--- config.mk ---
export PLATFORM = sky130hd
export DESIGN_NAME = r_channel_arbiter
export DESIGN_NICKNAME = d
export VERILOG_FILES = /design/src/rtl/axi_pkg.sv /design/src/rtl/rr_arb2.sv /design/src/rtl/r_channel_arbiter.sv
export SDC_FILE = /design/constraint.sdc
export NUM_CORES = 1
export LEC_CHECK = 0
export CORE_MARGIN = 3
export CORE_UTILIZATION = 21
export DETAILED_ROUTE_END_ITERATION = 12
export HOLD_SLACK_MARGIN = 0.15
export PLACE_DENSITY = 0.73
export SLEW_MARGIN = 10
export SYNTH_ARGS = -nofsm -noshare
export SYNTH_HDL_FRONTEND = slang
export SYNTH_SLANG_ARGS = --single-unit
--- constraint.sdc ---
create_clock -name ACLK -period 2.5 [get_ports ACLK]
set_clock_uncertainty 0.1 [all_clocks]
set_input_delay 0.75 -clock ACLK [delete_from_list [all_inputs] [get_ports ACLK]]
set_output_delay 0.75 -clock ACLK [all_outputs]
set_load 0.05 [all_outputs]
--- src/rtl/axi_pkg.sv ---
// rtl/axi_pkg.sv - shared AXI read-channel types and width constants
package axi_pkg;

  localparam int AXI_IDS_BITS  = 8;
  localparam int AXI_ID_BITS   = 4;
  localparam int AXI_DATA_BITS = 32;

  typedef enum logic {IDLE, LOCKED} r_arb_state_e;
  typedef enum logic {SEL_S0, SEL_S1} slave_sel_e;

  function automatic slave_sel_e other_sel(input slave_sel_e s);
    return (s == SEL_S0) ? SEL_S1 : SEL_S0;
  endfunction

endpackage

--- src/rtl/rr_arb2.sv ---
// rtl/rr_arb2.sv - two-requester round-robin picker, one-hot grant
module rr_arb2
  import axi_pkg::*;
(
  input  logic [1:0] i_req,
  input  logic       i_ptr,
  output logic [1:0] o_grant
);

  // i_ptr breaks ties only; a lone requester always wins
  assign o_grant[0] = i_req[0] & (~i_req[1] | ~i_ptr);
  assign o_grant[1] = i_req[1] & (~i_req[0] |  i_ptr);

endmodule

--- src/rtl/r_channel_arbiter.sv ---
// rtl/r_channel_arbiter.sv - round-robin R-channel arbiter, burst-locked, two slaves
module r_channel_arbiter
  import axi_pkg::*;
#(
  parameter int IDS_BITS  = AXI_IDS_BITS,
  parameter int ID_BITS   = AXI_ID_BITS,
  parameter int DATA_BITS = AXI_DATA_BITS,
  parameter int MAX_BEATS = 16,
  localparam int CNT_BITS = $clog2(MAX_BEATS) + 1
) (
  input  logic                 ACLK,
  input  logic                 ARESETn,
  input  logic [IDS_BITS-1:0]  RID_S0,
  input  logic [DATA_BITS-1:0] RDATA_S0,
  input  logic [1:0]           RRESP_S0,
  input  logic                 RLAST_S0,
  input  logic                 RVALID_S0,
  output logic                 RREADY_S0,
  input  logic [IDS_BITS-1:0]  RID_S1,
  input  logic [DATA_BITS-1:0] RDATA_S1,
  input  logic [1:0]           RRESP_S1,
  input  logic                 RLAST_S1,
  input  logic                 RVALID_S1,
  output logic                 RREADY_S1,
  output logic [ID_BITS-1:0]   RID,
  output logic [DATA_BITS-1:0] RDATA,
  output logic [1:0]           RRESP,
  output logic                 RLAST,
  output logic                 RVALID,
  input  logic                 RREADY,
  output logic [CNT_BITS-1:0]  beat_cnt,
  output logic                 proto_err
);

  localparam logic [CNT_BITS-1:0] CNT_MAX  = CNT_BITS'(MAX_BEATS);
  localparam logic [CNT_BITS-1:0] CNT_LAST = CNT_BITS'(MAX_BEATS - 1);

  r_arb_state_e        r_state;
  slave_sel_e          r_owner;
  slave_sel_e          r_rr_ptr;
  logic [CNT_BITS-1:0] r_beat_cnt;
  logic                r_proto_err;
  logic                r_pending;

  logic [1:0]          w_req;
  logic [1:0]          w_grant;
  slave_sel_e          w_sel;
  logic                w_sel_any;
  logic                w_en_s0;
  logic                w_en_s1;
  logic                w_hs;
  logic                w_hs_last;
  logic                w_unused_id;

  assign w_req       = {RVALID_S1, RVALID_S0};
  assign w_unused_id = ^{RID_S0[IDS_BITS-1:ID_BITS], RID_S1[IDS_BITS-1:ID_BITS]};

  rr_arb2 u_rr_arb2 (
    .i_req   (w_req),
    .i_ptr   (r_rr_ptr == SEL_S1),
    .o_grant (w_grant)
  );

  // While locked the owner stays selected even with its RVALID low
  always_comb begin
    w_sel_any = 1'b0;
    w_sel     = SEL_S0;
    if (r_state == LOCKED) begin
      w_sel_any = 1'b1;
      w_sel     = r_owner;
    end else if (w_grant[1]) begin
      w_sel_any = 1'b1;
      w_sel     = SEL_S1;
    end else if (w_grant[0]) begin
      w_sel_any = 1'b1;
    end
  end

  assign w_en_s0 = ARESETn & w_sel_any & (w_sel == SEL_S0);
  assign w_en_s1 = ARESETn & w_sel_any & (w_sel == SEL_S1);

  assign RVALID    = (w_en_s0 & RVALID_S0) | (w_en_s1 & RVALID_S1);
  assign RLAST     = (w_en_s0 & RLAST_S0)  | (w_en_s1 & RLAST_S1);
  assign RRESP     = ({2{w_en_s0}} & RRESP_S0) | ({2{w_en_s1}} & RRESP_S1);
  assign RID       = ({ID_BITS{w_en_s0}} & RID_S0[ID_BITS-1:0])
                   | ({ID_BITS{w_en_s1}} & RID_S1[ID_BITS-1:0]);
  assign RDATA     = ({DATA_BITS{w_en_s0}} & RDATA_S0) | ({DATA_BITS{w_en_s1}} & RDATA_S1);
  assign RREADY_S0 = w_en_s0 & RREADY;
  assign RREADY_S1 = w_en_s1 & RREADY;

  assign w_hs      = RVALID & RREADY;
  assign w_hs_last = w_hs & RLAST;

  assign beat_cnt  = r_beat_cnt;
  assign proto_err = r_proto_err;

  always_ff @(posedge ACLK) begin
    if (!ARESETn) begin
      r_state     <= IDLE;
      r_owner     <= SEL_S0;
      r_rr_ptr    <= SEL_S0;
      r_beat_cnt  <= '0;
      r_proto_err <= 1'b0;
      r_pending   <= 1'b0;
    end else begin
      // A presented beat that has not been accepted must stay valid
      r_pending <= RVALID & ~RREADY;

      if (w_hs_last) begin
        r_beat_cnt <= '0;
      end else if (w_hs && (r_beat_cnt != CNT_MAX)) begin
        r_beat_cnt <= r_beat_cnt + CNT_BITS'(1);
      end

      if ((w_hs && !RLAST && (r_beat_cnt == CNT_LAST)) ||
          ((r_state == LOCKED) && r_pending && !RVALID)) begin
        r_proto_err <= 1'b1;
      end

      case (r_state)
        IDLE: begin
          if (RVALID) begin
            if (w_hs_last) begin
              r_rr_ptr <= other_sel(w_sel);
            end else begin
              r_state <= LOCKED;
              r_owner <= w_sel;
            end
          end
        end
        LOCKED: begin
          if (w_hs_last) begin
            r_state  <= IDLE;
            r_rr_ptr <= other_sel(r_owner);
          end
        end
        default: r_state <= IDLE;
      endcase
    end
  end

endmodule

## Yosys cells after proc, flatten, opt, wreduce, memory -nomap -nowiden

Index checks and enable logic that the tools add are counted.

- $add $sub $neg: 1
- Eq/ne operators: 5
- Muxes and demuxes: 14
- Bitwise operators: 35
- Reduce and logical (&&, ||, !) cells: 11

Operators with widths:

| kind | number |
|---|---|
| $and A32 B32 Y32 | 2 |
| $or A32 B32 Y32 | 1 |
| $and A1 B1 Y1 | 14 |
| $mux W1 | 12 |
| $and A4 B4 Y4 | 2 |
| $not A1 Y1 | 8 |
| $reduce_and A3 Y1 | 2 |
| $add A5 B1 Y5 const B | 1 |
| $eq A5 B4 Y1 const B | 1 |
| $logic_and A1 B1 Y1 | 5 |
| $ne A5 B5 Y1 const B | 1 |
| $and A2 B2 Y2 | 2 |
| $ne A2 B2 Y1 const B | 2 |
| $or A1 B1 Y1 | 4 |
| $or A4 B4 Y4 | 1 |
| $pmux W1 S2 | 2 |
| $logic_not A1 Y1 | 2 |
| $ne A2 B1 Y1 const B | 1 |
| $or A2 B2 Y2 | 1 |
| $reduce_or A2 Y1 | 1 |
| $logic_or A1 B1 Y1 | 1 |

- Flip-flop bits (word level): 10
- Input port bits: 91
- Output and inout port bits: 48
- Word-level logic and storage cells: 72

## Longest topological paths before layout

Gate-level depths: netlist of the first run.

- Word-level depth: 15
- Depth in mapped cells: 6
- Depth with buffers taken out: 6

## Hierarchy

From an unflattened synthesis of the first run, not the netlist that was laid out.

- Cell total of the unflattened synthesis: 115
- Area total of the unflattened synthesis: 962.2 µm²

Modules (own cells, without submodules):

| module | times used | cells an instance | area each (µm²) | sequential area each (µm²) |
|---|---|---|---|---|
| r_channel_arbiter | 1 | 112 | 943.4 | 200.2 |
| rr_arb2 | 1 | 3 | 18.8 | 0.0 |

## Worst setup path after synthesis of the first run

OpenSTA, ideal clock, no wires.

- Path kind: input-to-output
- Start: input RVALID_S0
- End: output RDATA[11]
- Arrival: 2.080 ns
- Required time: 1.650 ns
- Setup slack: -0.430 ns
- Stages on the path: 6
- Buffers on the path: 2
- Path through: a21bo_1 mux2i_1 and2_1 buf_2 buf_4 a22o_1

- Longest elaborated chain between the ends: 9
- Elaborated cells between the ends (all ways): 16
- Classes of those cells: 5 x mux; 11 x bitwise

Ends and longest elaborated chain:

| element | RTL line | source |
|---|---|---|
| from (decl) | r_channel_arbiter.sv:17 | `input logic RVALID_S0,` |
| $not A1 Y1 | rr_arb2.sv:12 | `assign o_grant[1] = i_req[1] & (~i_req[0] \| i_ptr);` |
| $or A1 B1 Y1 | rr_arb2.sv:12 |  |
| $and A1 B1 Y1 | rr_arb2.sv:12 |  |
| $mux W1 | r_channel_arbiter.sv:71 | `end else if (w_grant[1]) begin` |
| $mux W1 | r_channel_arbiter.sv:68 | `if (r_state == LOCKED) begin` |
| $and A1 B1 Y1 / $not A1 Y1 (equally long branches) | n/a |  |
| $and A1 B1 Y1 (on tied branches) | r_channel_arbiter.sv:79, r_channel_arbiter.sv:80 |  |
| $and A32 B32 Y32 | r_channel_arbiter.sv:87 | `assign RDATA = ({DATA_BITS{w_en_s0}} & RDATA_S0) \| ({DATA_BITS{w_en_s1}} & RDATA_S1);` |
| $or A32 B32 Y32 * | r_channel_arbiter.sv:87 |  |
| to (decl) | r_channel_arbiter.sv:26 | `output logic [DATA_BITS-1:0] RDATA,` |

Every way passes the cells marked *; elsewhere a longest branch is shown, timed or not.

## Worst setup path after layout of the first run

- Start: input RVALID_S1
- End: output RID[0]

- Longest elaborated chain between the ends: 10
- Elaborated cells between the ends (all ways): 16
- Classes of those cells: 5 x mux; 11 x bitwise

Ends and longest elaborated chain:

| element | RTL line | source |
|---|---|---|
| from (decl) | r_channel_arbiter.sv:23 | `input logic RVALID_S1,` |
| $not A1 Y1 | rr_arb2.sv:11 | `assign o_grant[0] = i_req[0] & (~i_req[1] \| ~i_ptr);` |
| $or A1 B1 Y1 | rr_arb2.sv:11 |  |
| $and A1 B1 Y1 | rr_arb2.sv:11 |  |
| $mux W1 | r_channel_arbiter.sv:74 | `end else if (w_grant[0]) begin` |
| $mux W1 | r_channel_arbiter.sv:71 |  |
| $mux W1 | r_channel_arbiter.sv:68 |  |
| $and A1 B1 Y1 | r_channel_arbiter.sv:79, r_channel_arbiter.sv:80 |  |
| $and A1 B1 Y1 (on tied branches) | r_channel_arbiter.sv:79, r_channel_arbiter.sv:80 |  |
| $and A4 B4 Y4 (on tied branches) | r_channel_arbiter.sv:85, r_channel_arbiter.sv:86 |  |
| $or A4 B4 Y4 * | r_channel_arbiter.sv:86 | `\| ({ID_BITS{w_en_s1}} & RID_S1[ID_BITS-1:0]);` |
| to (decl) | r_channel_arbiter.sv:25 | `output logic [ID_BITS-1:0] RID,` |

Marked as above.

==> results of run 1 <==
[sequential cells by signal (all words and copies together) (netlist names)]
signal and count:
r_rr_ptr 1, beat_cnt 5, r_pending 1, proto_err 1, r_state 1, r_owner 1
[worst min-delay path by stage]
stage             endpoint  slack (ns)  depth (start not counted)         from
4_1_cts           r_rr_ptr        0.43                          2     r_rr_ptr
3_5_place_dp      r_rr_ptr        0.42                          2     r_rr_ptr
5_1_grt           r_rr_ptr        0.46                          2     r_rr_ptr
6_report       beat_cnt[4]        0.43                          2  beat_cnt[4]
2_1_floorplan     r_rr_ptr        0.40                          2     r_rr_ptr
3_3_place_gp      r_rr_ptr        0.41                          2     r_rr_ptr
[per-layer routing]
layer | global-route usage (%) | vias up | part of all wire, %
met3 | 4.38 | 10 | 9.1
met5 | 0 | - | 0
met4 | 5.03 | 0 | 1.8
li1 | - | 744 | -
met1 | 22.0 | 726 | 36
met2 | 35.6 | 76 | 53
[worst max-delay path: stages]
cell and delay [ns]:
buf_8 0.10, a21bo_4 0.20, mux2i_2 0.16, and2_4 0.26
buf_12 0.16, a22o_4 0.13, buf_12 0.13
[power by group through the flow]
stage	Sequential, mW	Combinational (mW)	Clock, mW
6_report	0.176	0.930	0.156
5_1_grt	0.177	0.963	0.165
4_1_cts	0.175	0.938	0.160
3_5_place_dp	0.178	0.887	0
3_3_place_gp	0.178	0.876	0
2_1_floorplan	0.189	0.408	0
[kinds of logic (layout without fill, tap and decap cells)]
group / after synthesis / in the layout
flip-flops: 10 / 10
multiplexers: 1 / 1
AND/OR/NAND/NOR: 20 / 20
buffers and inverters: 16 / 162
adder cells (fa/ha/maj): 3 / 3
XOR/XNOR: 2 / 2
AO/OA/AOI/OAI: 59 / 59
[per-stage QoR]
step	cells	setup TNS (ns)
2_1_floorplan	111	-5.37
3_3_place_gp	304	-28.39
3_5_place_dp	304	-30.46
4_1_cts	311	-9.51
5_1_grt	309	-10.83
6_report	309	-9.35
[repair_timing]
item / 4_1_cts / 5_1_grt
endpoints found under the hold margin: 0 / 0
setup buffers: 3 / 1
resized for setup: 28 / 12
endpoints found under the setup margin: 42 / 42
hold buffers: 0 / 0
pin swaps: 7 / 7
gates cloned: 2 / 0
[layout make-up]
cell class	instances	area, um^2
fillers	280	1010
well taps	52	65.1
flip-flops and latches	10	200
multi-input cells	85	1070
repair buffers	152	1970
clock buffers	3	41.3
inverters	7	26.3
[cells in the final DEF (no fill, tap or decap), types with 2 or more instances in the layout]
cell type,instances
inv_1,6
buf_4,14
buf_6,3
o21ai_2,2
clkbuf_8,3
buf_12,47
a22o_4,38
buf_8,2
ha_1,3
a21oi_1,3
nand2_1,2
clkdlybuf4s50_1,84
and3_4,2
and2_4,3
o21ai_0,3
dfxtp_1,10
o211ai_1,2
nor2_1,4
==> metrics.txt, run 1 <==
main area contributors after synthesis a22o_1, dfxtp_1, ha_1; DP HPWL 4590 um; starting DRC count in detailed routing 40; minimum clock period 2.75 ns; die height 73.7 um; # port buffers 130; Die X 73.7 um; R2R Setup Slk 0.64 ns; leakage power 1.43 nW; synth cell count leaders a22o_1, dfxtp_1, inv_1; Synth Area in Compound Gates 52.9%; antenna cells 0; Gate Count Post-Synth 111; crit share post-route 110%; syn_nets 205; run status finished, violations left; total track usage 19.3%; mux share of post-synthesis cell area 1.04%; critical path capture point RID[0]; mapped cell area 963 um^2; Synth Area in Adders 3.90%; crit path kind input pin to output port; #FFs+latches synth 10; clock latency on the worst-skew pair 0.22 ns; Final Util 76.9%; area grow syn2layout 250%; layout cells sized above 1 47.5%; Comb power frac 73.7%; vias in the first global route 1,577; failing checks setup timing; starting density of the core 22.0%; root buf cell clkbuf_8; crit end category output port; CP Launch Type input pin; GRT overflow 0; CTS Buf Count 3; via count 1,556; Tightest Hold Check Type register to register; register area share after synthesis 20.8%; drt wl/cell 18.3 um; # nets final 353; Synth area leader a22o_1; area fraction of the dominant cell type after synthesis 34.5%; Top FF cell, synth dfxtp_1; Post-DRT Antenna Nets 0; Simple-Gate Fraction of Synth Area 12.1%; worst flop-to-flop path startpoint r_state; Internal 0.781 mW; sequential power share 14.0%; fin area 3370 um^2; CTS Buffer Depth 2; most common cell in the synthesized netlist a22o_1; DRC 0; Slew HR 66.4%; yosys warns 0; Max IR drop VDD 0.307 mV; die area 5440 um^2; Pwr Total 1.26 mW; pre-CTS WS -0.759 ns; pwr dens 374 nW/um^2; CTS tree done; Netlist cell types 39; RSZ-0062 raised after global routing true; mean area per synthesized cell 8.68 um^2; Hold Vio Cnt, Final 0; largest family of logic cells by synthesized area compound AO/OA/AOI/OAI gates; R2R depth 7; vias per inst 5.04; Setup violations, final 42; Fin Hold WS 0.426 ns; Pins Over Slew Limit 0; worst setup margin -0.251 ns; drt pass-1 iters 4; final wirelength 5650 um; Post-DP Area 3170 um^2; Clock Power Share 12.3%; worst slew pin tran 0.502 ns; Switching Share 38.1%; RR Endpoint beat_cnt[4]; Crit path required time 1.65 ns; number of H-tree levels 1; share of async-settable or async-resettable flops after synthesis 0%; max-cap violations 0; first-pass GRT wire length 8110 um; NetSw 0.481 mW; Worst Setup SP RVALID_S1; core footprint 4380 um^2; Reg clk slew, reported paths 0.04 ns; CTS sink cnt 10; pin count of the biggest net entering global routing 23; Synth Area in XOR/XNOR 1.82%; Ports 139; EDFF count, synth 0; critical path peak fanout 8; fmax 0.363 GHz; GPL Wtd Cong 0.808; Rows 24; Crit path arrival time 1.90 ns; initial antenna violation count 0
Power figures use the tool's default switching activity.
==> inputs of run 2 (changes only) <==
--- a/config.mk
+++ b/config.mk
@@ -8,6 +8,7 @@
 export CORE_MARGIN = 3
 export CORE_UTILIZATION = 21
 export DETAILED_ROUTE_END_ITERATION = 12
+export GPL_ROUTABILITY_DRIVEN = 1
 export HOLD_SLACK_MARGIN = 0.15
 export PLACE_DENSITY = 0.73
 export SLEW_MARGIN = 10
==> results of run 2 <==
The final DEF is identical to that of run 1; final timing and power are the same.
==> inputs of run 3 (changes only) <==
--- a/config.mk
+++ b/config.mk
@@ -6,11 +6,12 @@
 export NUM_CORES = 1
 export LEC_CHECK = 0
 export CORE_MARGIN = 3
-export CORE_UTILIZATION = 21
+export CORE_UTILIZATION = 26
+export CTS_CLUSTER_SIZE = 25
 export DETAILED_ROUTE_END_ITERATION = 12
 export GPL_ROUTABILITY_DRIVEN = 1
 export HOLD_SLACK_MARGIN = 0.15
-export PLACE_DENSITY = 0.73
+export PLACE_DENSITY = 0.84
 export SLEW_MARGIN = 10
 export SYNTH_ARGS = -nofsm -noshare
 export SYNTH_HDL_FRONTEND = slang
==> constraint.sdc (replaced) <==
create_clock -name ACLK -period 3.4 [get_ports ACLK]
set_clock_uncertainty 0.1 [all_clocks]
set_input_delay 1.02 -clock ACLK [delete_from_list [all_inputs] [get_ports ACLK]]
set_output_delay 1.02 -clock ACLK [all_outputs]
set_load 0.05 [all_outputs]
==> metrics.txt, run 3 <==
Rows 21; CTS Buffer Depth 2; area fraction of the dominant cell type after synthesis 34.5%; synth cell count leaders a22o_1, dfxtp_1, inv_1; most common cell in the synthesized netlist a22o_1; # port buffers 130; Synth area leader a22o_1; Post-CTS Resized 49; root buf cell clkbuf_8; Error [ERROR DPL-0033] detailed placement checks failed during check placement.; Gate Count Post-Synth 111; # placed instances 291; Ports 139; CTS sink cnt 10; register area share after synthesis 20.8%; post-CTS setup buffers 4; GPL Wtd Cong 0.831; run status stopped before the end; yosys warns 0; Top FF cell, synth dfxtp_1; starting density of the core 28.0%; main area contributors after synthesis a22o_1, dfxtp_1, ha_1; DP HPWL 4730 um; last stage the flow got to 4_1_cts; mapped cell area 963 um^2; mean area per synthesized cell 8.68 um^2; CTS Buf Count 3; Netlist cell types 39; #FFs+latches synth 10; hold buffers post-CTS 0; Die X 66.9 um; number of H-tree levels 1; die height 66.9 um; EDFF count, synth 0; syn_nets 205; share of async-settable or async-resettable flops after synthesis 0%
-- run 3: cell counts after synthesis --
Identical to the previous run, type by type.
-- run 3: stage by stage --
step | setup slack, ns | hold slack, ns | setup TNS, ns | util, % | area (um^2)
2_1_floorplan | 0.0664 | 0.396 | 0 | - | 1000
3_3_place_gp | -0.374 | 0.417 | -13.51 | 82.6 | 2840
3_5_place_dp | -0.393 | 0.426 | -13.85 | 82.6 | 2840
-- run 3: cell families after synthesis --
kind of cell / synth area share (%)
muxes: 1.04
and+or+nand+nor: 12.1
buffers and inverters: 7.53
adders and majority gates: 3.90
AOI/OAI and AO/OA: 52.9
xor gates and xnor gates: 1.82
DFF: 20.8
==> inputs of run 4 (changes only) <==
--- a/config.mk
+++ b/config.mk
@@ -7,11 +7,9 @@
 export LEC_CHECK = 0
 export CORE_MARGIN = 3
 export CORE_UTILIZATION = 26
-export CTS_CLUSTER_SIZE = 25
 export DETAILED_ROUTE_END_ITERATION = 12
 export GPL_ROUTABILITY_DRIVEN = 1
-export HOLD_SLACK_MARGIN = 0.15
-export PLACE_DENSITY = 0.84
+export PLACE_DENSITY_LB_ADDON = 0.15
 export SLEW_MARGIN = 10
 export SYNTH_ARGS = -nofsm -noshare
 export SYNTH_HDL_FRONTEND = slang
==> metrics.txt, run 4 <==
Synth Area in Adders 3.90%; number of H-tree levels 1; most common cell in the synthesized netlist a22o_1; CTS Buf Count 3; last stage the flow got to 4_1_cts; run status stopped before the end; largest family of logic cells by synthesized area compound AO/OA/AOI/OAI gates; EDFF count, synth 0; Error [ERROR DPL-0033] detailed placement checks failed during check placement.; Post-CTS Resized 49; die height 66.9 um; share of async-settable or async-resettable flops after synthesis 0%; post-CTS setup buffers 7; mux share of post-synthesis cell area 1.04%; #FFs+latches synth 10; DP HPWL 4560 um; register area share after synthesis 20.8%; root buf cell clkbuf_8; Ports 139; main area contributors after synthesis a22o_1, dfxtp_1, ha_1; Netlist cell types 39; # port buffers 130; starting density of the core 28.0%; Synth Area in XOR/XNOR 1.82%; synth cell count leaders a22o_1, dfxtp_1, inv_1; Synth Area in Compound Gates 52.9%; syn_nets 205; yosys warns 0; Die X 66.9 um; area fraction of the dominant cell type after synthesis 34.5%; mapped cell area 963 um^2; Synth area leader a22o_1; Simple-Gate Fraction of Synth Area 12.1%; mean area per synthesized cell 8.68 um^2; Gate Count Post-Synth 111; Top FF cell, synth dfxtp_1; GPL Wtd Cong 0.856; CTS Buffer Depth 2; Rows 21; CTS sink cnt 10; hold buffers post-CTS 0
[run 4: cell counts after synthesis]
No cell type changed its count.
[run 4: per-stage QoR]
step	hold WS [ns]	std cells	TNS, ns	worst slack [ns]	area (um^2)
after detailed placement	0.433	288	-17.46	-0.490	2820
after global placement	0.408	288	-13.37	-0.363	2820
after floorplan	0.396	111	0	0.0664	1000
[run 4: cell families after synthesis]
kind of cell / after synthesis
AND/OR/NAND/NOR: 20
flip-flops: 10
buffers and inverters: 16
adder cells (fa/ha/maj): 3
XOR/XNOR: 2
AO/OA/AOI/OAI: 59
multiplexers: 1
